$ cat src/rtl/iter_mul_unit.sv
// iter_mul_unit: iterative shift-add multiplier producing a 2W-bit product over
// W RUN cycles. Result, Done and Overflow are valid in the single DONE cycle and
// hold until the next operation completes.
// Optional build macro MUL_SIGNED_EN: two's-complement operands (sign-magnitude
// around the unsigned core). Without it the unit is unsigned only.
module iter_mul_unit #(
   parameter int W = 16
) (
   input  logic         Clock,
   input  logic         Reset,
   input  logic         Start,
   input  logic [W-1:0] A,
   input  logic [W-1:0] B,
   output logic         Busy,
   output logic         Done,
   output logic [W-1:0] ProductHi,
   output logic [W-1:0] ProductLo,
   output logic         Overflow
);

   // Step counter is wide enough to hold W itself, so it never wraps mid-operation.
   localparam int CW = $clog2(W) + 1;

   typedef enum logic [1:0] {
      S_IDLE = 2'd0,
      S_RUN  = 2'd1,
      S_DONE = 2'd2
   } state_t;

   state_t          state_q, state_d;
   logic [CW-1:0]   cnt_q, cnt_d;
   logic            busy_q, busy_d;
   logic            done_q, done_d;
   logic            ovf_q, ovf_d;
   logic [W-1:0]    hi_q, hi_d;
   logic [W-1:0]    lo_q, lo_d;

   // Datapath: multiplicand, and accumulator whose low half starts as the multiplier.
   logic [W-1:0]    mcand_q, mcand_d;
   logic [2*W-1:0]  acc_q, acc_d;

   logic [W-1:0]    a_cap, b_cap;
   logic [W:0]      sum;
   logic [2*W-1:0]  acc_step;
   logic [2*W-1:0]  prod;

`ifdef MUL_SIGNED_EN
   logic            neg_q, neg_d;

   // Magnitude computed in W+1 bits so -2^(W-1) maps to 2^(W-1) exactly; the
   // result always fits back into W unsigned bits.
   function automatic logic [W-1:0] magnitude(input logic signed [W-1:0] v);
      logic signed [W:0] ext;
      ext = {v[W-1], v};
      if (v[W-1]) ext = -ext;
      return ext[W-1:0];
   endfunction

   // Re-apply the recorded result sign to the unsigned 2W-bit magnitude.
   function automatic logic [2*W-1:0] apply_sign(input logic [2*W-1:0] mag,
                                                 input logic neg);
      return neg ? -mag : mag;
   endfunction
`endif

   // Operand conditioning at capture time.
   always_comb begin
`ifdef MUL_SIGNED_EN
      a_cap = magnitude(A);
      b_cap = magnitude(B);
`else
      a_cap = A;
      b_cap = B;
`endif
   end

   // One shift-add step: conditional add into the upper half with carry, then shift right.
   always_comb begin
      sum      = {1'b0, acc_q[2*W-1:W]} + (acc_q[0] ? {1'b0, mcand_q} : {(W+1){1'b0}});
      acc_step = {sum, acc_q[W-1:1]};
`ifdef MUL_SIGNED_EN
      prod     = apply_sign(acc_step, neg_q);
`else
      prod     = acc_step;
`endif
   end

   // Next-state and next-output logic for the IDLE/RUN/DONE sequencer.
   always_comb begin
      state_d = state_q;
      cnt_d   = cnt_q;
      busy_d  = 1'b0;
      done_d  = 1'b0;
      ovf_d   = ovf_q;
      hi_d    = hi_q;
      lo_d    = lo_q;
      mcand_d = mcand_q;
      acc_d   = acc_q;
`ifdef MUL_SIGNED_EN
      neg_d   = neg_q;
`endif
      unique case (state_q)
         S_IDLE, S_DONE: begin
            if (Start) begin
               mcand_d = a_cap;
               acc_d   = {{W{1'b0}}, b_cap};
`ifdef MUL_SIGNED_EN
               neg_d   = A[W-1] ^ B[W-1];
`endif
               cnt_d   = '0;
               busy_d  = 1'b1;
               state_d = S_RUN;
            end else begin
               state_d = S_IDLE;
            end
         end
         S_RUN: begin
            acc_d = acc_step;
            cnt_d = cnt_q + CW'(1);
            if (cnt_q == CW'(W - 1)) begin
               hi_d    = prod[2*W-1:W];
               lo_d    = prod[W-1:0];
`ifdef MUL_SIGNED_EN
               ovf_d   = (prod[2*W-1:W] != {W{prod[W-1]}});
`else
               ovf_d   = |prod[2*W-1:W];
`endif
               done_d  = 1'b1;
               state_d = S_DONE;
            end else begin
               busy_d  = 1'b1;
            end
         end
         default: state_d = S_IDLE;
      endcase
   end

   // Control state and visible outputs; reset clears them without waiting for a clock.
   always_ff @(posedge Clock or negedge Reset) begin
      if (!Reset) begin
         state_q <= S_IDLE;
         cnt_q   <= '0;
         busy_q  <= 1'b0;
         done_q  <= 1'b0;
         ovf_q   <= 1'b0;
         hi_q    <= '0;
         lo_q    <= '0;
      end else begin
         state_q <= state_d;
         cnt_q   <= cnt_d;
         busy_q  <= busy_d;
         done_q  <= done_d;
         ovf_q   <= ovf_d;
         hi_q    <= hi_d;
         lo_q    <= lo_d;
      end
   end

   // Datapath registers; always reloaded on Start, so they need no reset.
   always_ff @(posedge Clock) begin
      mcand_q <= mcand_d;
      acc_q   <= acc_d;
`ifdef MUL_SIGNED_EN
      neg_q   <= neg_d;
`endif
   end

   assign Busy      = busy_q;
   assign Done      = done_q;
   assign ProductHi = hi_q;
   assign ProductLo = lo_q;
   assign Overflow  = ovf_q;

endmodule
$ cat config.mk
export PLATFORM = sky130hd
export DESIGN_NAME = iter_mul_unit
export DESIGN_NICKNAME = d
export VERILOG_FILES = /design/src/rtl/iter_mul_unit.sv
export SDC_FILE = /design/constraint.sdc
export NUM_CORES = 1
export LEC_CHECK = 0
export CORE_ASPECT_RATIO = 0.75
export CORE_UTILIZATION = 50
export DETAILED_ROUTE_END_ITERATION = 7
export MAX_ROUTING_LAYER = met4
export PLACE_DENSITY_LB_ADDON = 0.3
export SKIP_CTS_REPAIR_TIMING = 1
export SYNTH_ARGS = -nofsm -noshare
export SYNTH_HDL_FRONTEND = slang
export SYNTH_SLANG_ARGS = --single-unit
$ cat constraint.sdc
create_clock -name Clock -period 3.35 [get_ports Clock]
set_input_delay 0.5025 -clock Clock [delete_from_list [all_inputs] [get_ports Clock]]
set_output_delay 0.5025 -clock Clock [all_outputs]
set_load 0.01 [all_outputs]
Yosys cells after proc, flatten, opt, wreduce, memory -nomap -nowiden
Cells that the tools add are included.

storage, ports and cells
  bits of input ports = 35
  bits in registers = 90
  output and inout bits = 35
  word-level logic and storage cells = 36

cells by class
  reductions and logical operators = 7
  $add $sub $neg = 2
  mux-type cells = 13
  eq/ne operators = 5

operators by type and width
  operator               number
  $pmux W32 S2           1
  $mux W32               1
  $add A16 B16 Y17       1
  $mux W16               1
  $reduce_or A16 Y1      1
  $pmux W5 S2            1
  $reduce_and A2 Y1      3
  $add A5 B1 Y5 const B  1
  $eq A5 B4 Y1 const B   1
  $mux W1                5
  $mux W5                1
  $ne A2 B2 Y1 const B   2
  $pmux W2 S2            1
  $eq A2 B1 Y1 const B   1
  $eq A2 B2 Y1 const B   1
  $logic_not A2 Y1       1
  $mux W2                1
  $pmux W1 S2            1
  $reduce_bool A2 Y1     1
  $reduce_or A2 Y1       1

Depth between registers and ports, before layout
  depth in word-level cells = 4
  mapped depth = 11
  mapped depth without buffers = 10

Worst setup path after synthesis
OpenSTA, ideal clock, no wires.

  path type = register to register
  from = register acc_q[0]
  to = register ovf_q (netlist: Overflow)
  data required time = 3.222 ns
  cell stages (with the launch flop) = 12
  slack = 0.253 ns
  data arrival time = 2.969 ns
  path buffers = 1
  cells stage by stage = edfxtp_1 > clkbuf_1 > and2_1 > ha_1 > fa_1 > a21o_2 > a221o_1 > a2111oi_4 > nor2_2 > a311oi_2 > and3b_1 > a21oi_2

between the ends
  word-level cells in the longest chain between the ends = 3

RTL lines
  item                    line  source
  start, declared         40    logic [2*W-1:0] acc_q, acc_d;
  start signal, assigned  162   acc_q <= acc_d;
  $mux W16                79    sum = {1'b0, acc_q[2*W-1:W]} + (acc_q[0] ? {1'b0, mcand_q} : {(W+1){1'b0}});
  $add A16 B16 Y17        79
  $reduce_or A16 Y1       126   ovf_d = |prod[2*W-1:W];
  end signal, assigned    153   ovf_q <= ovf_d;
  end, declared           34    logic ovf_q, ovf_d;

No other way between the ends.
A chain may end at the register's enable or synchronous reset.

Worst setup path after layout
Same ends and word-level chain as after synthesis.

==> impl_metrics.csv <==
group,metric,value,unit
global_route,grt_pass1_wl,16000,µm
worst_hold_path,hold_path_class,"in2async",
timing,rsz0062_at_grt,"no",
timing,period_minus_slack,3.11,ns
route,dr.first_iter.drc_count,162,
route,vias_per_cell,5.45,
yosys,netlist_top_cells_area,"edfxtp_1, dfrtp_1, nand2_1",
timing,skew,0.00759,ns
clocking,clockBufferDepth,2,
setup_path,path_max_fanout,4,
run_status,status,"completed",
yosys,netlist.top_cell.by_area,"edfxtp_1",
clocking,htreeDepth,3,
yosys,ys_async_sr_fraction,0.467,
global_route,antenna_found_initial,0,
route,ant_nets,0,
power_and_ir_drop,p_leak,2.35,nW
yosys,netlist_area,0.00429,mm²
final_layout,diodes,0,
yosys,yosysWarnings,0,
final_layout,area_delta_synth_final,29.1,%
global_route,grt_pass1_vias,3178,
die,dieWidth,109,µm
setup_path,startpoint_type,"register",
placed_design,globalplace.congestion,0.938,
final_layout,seqCellArea,0.00249,mm²
yosys,synth_fp_nets,434,
yosys,syn_inst,380,
placed_design,hpwl,6780,µm
die,num_io_pins,70,
die,core-area,0.00809,mm²
placed_design,pre_cts_slack,0.286,ns
timing,min_period_over_period,0.927,
clocking,insertion_delay,0.34,ns
die,die-area,0.00895,mm²
final_layout,fin_nets,517,
global_route,overflow,0,
route,drc_errors,0,
yosys,seq_area_frac_synth,0.582,
yosys,yosysUniqueCellTypes,52,
yosys,synth_edf_count,48,
timing,tns,0,ns
placed_design,io_buffers,69,
setup_path,critPathArrivalTime,3.38,ns
route,dr.pass1.iters,4,
timing,slew_headroom,0.356,
setup_path,crit_chain,"and2_1 -> ha_1 -> fa_1 -> a21o_2 -> a221o_1 -> a2111oi_4 -> buf_4 -> o2111a_1 -> a311oi_2 -> and3b_1 -> a21oi_2",
die,fp-row-count,28,
clocking,cts.root.buffer_cell,"clkbuf_16",
route,totalWireLength,9610,µm
die,floorplan.initialDensity,0.530,
route,vias,3122,
clocking,cts-buffers-inserted,9,
setup_path,cpMaxStageDelayCell,"a2111oi_4",
power_and_ir_drop,p_per_area,1090,mW/mm²
timing,setup_slack,0.243,ns
clocking,cts_sinks,90,
yosys,synth.avg_cell_area,11.3,µm²
yosys,synth_ff_type,"edfxtp_1",
global_route,grt_start_max_net_pins,43,
setup_path,max_stage_delay,0.47,ns
final_layout,drive_gt1_frac,0.130,
setup_path,critPathKind,"reg2reg",
flow_run,cap_violations,0,
final_layout,final.fill_count,611,
timing,final_max_slew_viol_count,0,
clocking,path_clk_slew,0.07,ns
clocking,cts_tree,"built",
route,wl_per_cell,16.8,µm
setup_path,worstPathRequired,3.62,ns
timing,final_hold_viol_count,0,
global_route,grt_usage,0.247,
timing,finalSetupViolations,0,
power_and_ir_drop,ir_drop,0.437,mV
timing,tightest_slew,0.966,ns
final_layout,multi_input_area,0.00169,mm²
timing,max_freq,322,MHz
yosys,synth_top_cell_area_share,0.336,
die,die_y,82.2,µm
setup_path,cp-end-kind,"register",
yosys,ys_ff_latch,90,
-- report_power, final --
group	switching [W]	leakage [nW]	total [W]	internal [W]
logic	0.00153	1.20	0.00282	0.00129
registers	0.000229	0.980	0.00202	0.00179
clock network	0.000432	0.168	0.00117	0.000734
-- path summary, 6_finish.rpt --
| kind | to | cells after the start | from | slack [ns] |
|---|---|---|---|---|
| hold reg to reg | ProductHi[4]$_DFFE_PN0P_ | 2 | ProductHi[4]$_DFFE_PN0P_ | 0.48 |
| max in group asynchronous | Busy$_DFF_PN0_ | 1 | Reset | 2.43 |
| min in group Clock | ProductHi[4]$_DFFE_PN0P_ | 2 | ProductHi[4]$_DFFE_PN0P_ | 0.48 |
| hold / removal | ProductLo[15]$_DFFE_PN0P_ | 1 | Reset | 0.31 |
| setup / recovery | Overflow$_DFFE_PN0P_ | 11 | acc_q[0]$_DFFE_PP_ | 0.24 |
| setup reg to reg | Overflow$_DFFE_PN0P_ | 11 | acc_q[0]$_DFFE_PP_ | 0.24 |
-- flip-flops by register name, indices dropped and copies added, names as in the netlist --
register and flops:
Busy 1, Done 1, Overflow 1, ProductHi 16
ProductLo 16, acc_q 32, cnt_q 5, mcand_q 16
state_q 2
-- stage by stage --
step	instances	power (W)	hold WS (ns)	util	cell area [µm²]
finish	573	0.00601	0.314	0.683	5530
CTS	573	0.00603	0.362	0.683	5530
global route	573	0.00643	0.413	0.683	5530
floorplan	380	0.00369	0.207	-	4290
global placement	557	0.00475	0.461	0.641	5190
detailed placement	557	0.00484	0.469	0.641	5190
-- synthesized netlist by cell type, types with 3 or more instances --
cell type	instances
dfrtp_1	42
edfxtp_1	48
or2_2	3
nand3_1	7
clkbuf_1	12
xnor2_1	5
inv_1	12
or3_1	3
ha_1	18
xor2_1	5
and2_1	19
o22ai_1	3
nand2_1	74
and3_1	4
a21oi_1	14
mux2_2	18
nor2_1	22
o21ai_0	27
-- final cells by class --
type,instances,share of cell area
clock buffer,10,0.0414
clock inverter,6,0.0206
timing repair buffer,86,0.149
sequential,90,0.451
multi-input combinational,264,0.306
inverter,12,0.00814
tap,105,0.0238
-- worst max-delay path, delay by kind of cell (launching register included) --
family	cells	cell delay, ns
AOI/OAI and AO/OA	6	1.47
DFF	1	0.42
buffers and inverters	1	0.18
adders and majority gates	2	0.62
and+or+nand+nor	2	0.36
-- placed cells by master (no fill, tap or decap), drive strengths merged, types with 2 or more instances in the layout --
cell type      netlist  final
nor3b                2      2
xor2                 5      5
or3                  3      3
buf                  2     18
nand3                7      7
nor3                 2      2
dfrtp               42     42
a2111oi              2      2
clkbuf              12     10
and3                 4      4
mux2                18     18
or2                  3      3
nor4b                2      2
a21o                 3      3
xnor2                5      5
o21ai               27     27
clkdlybuf4s50        0     68
a311oi               2      2
o22ai                3      3
nand2b               2      2
nand4                2      2
nor2                23     23
a21oi               15     15
inv                 12     14
edfxtp              48     48
and2                19     19
o211ai               2      2
nand2               74     74
bufinv               0      3
o311ai               2      2
ha                  18     18
a221oi               2      2
o21bai               2      2
-- metal layers --
layer  track usage  routed length (µm)  share of wire
met1         0.337                4530           0.47
met2         0.381                4470           0.46
met3        0.0542                 511          0.053
met4        0.0568                 103          0.011
met5             -                   0              0
-- cells by family after synthesis --
family | synth area share
buf+inv | 0.0234
compound gates | 0.109
mux | 0.0473
flops | 0.582
xor+xnor | 0.0204
fa+ha+maj | 0.0572
simple gates | 0.161
Note: power is estimated with default switching activity, not from simulation.
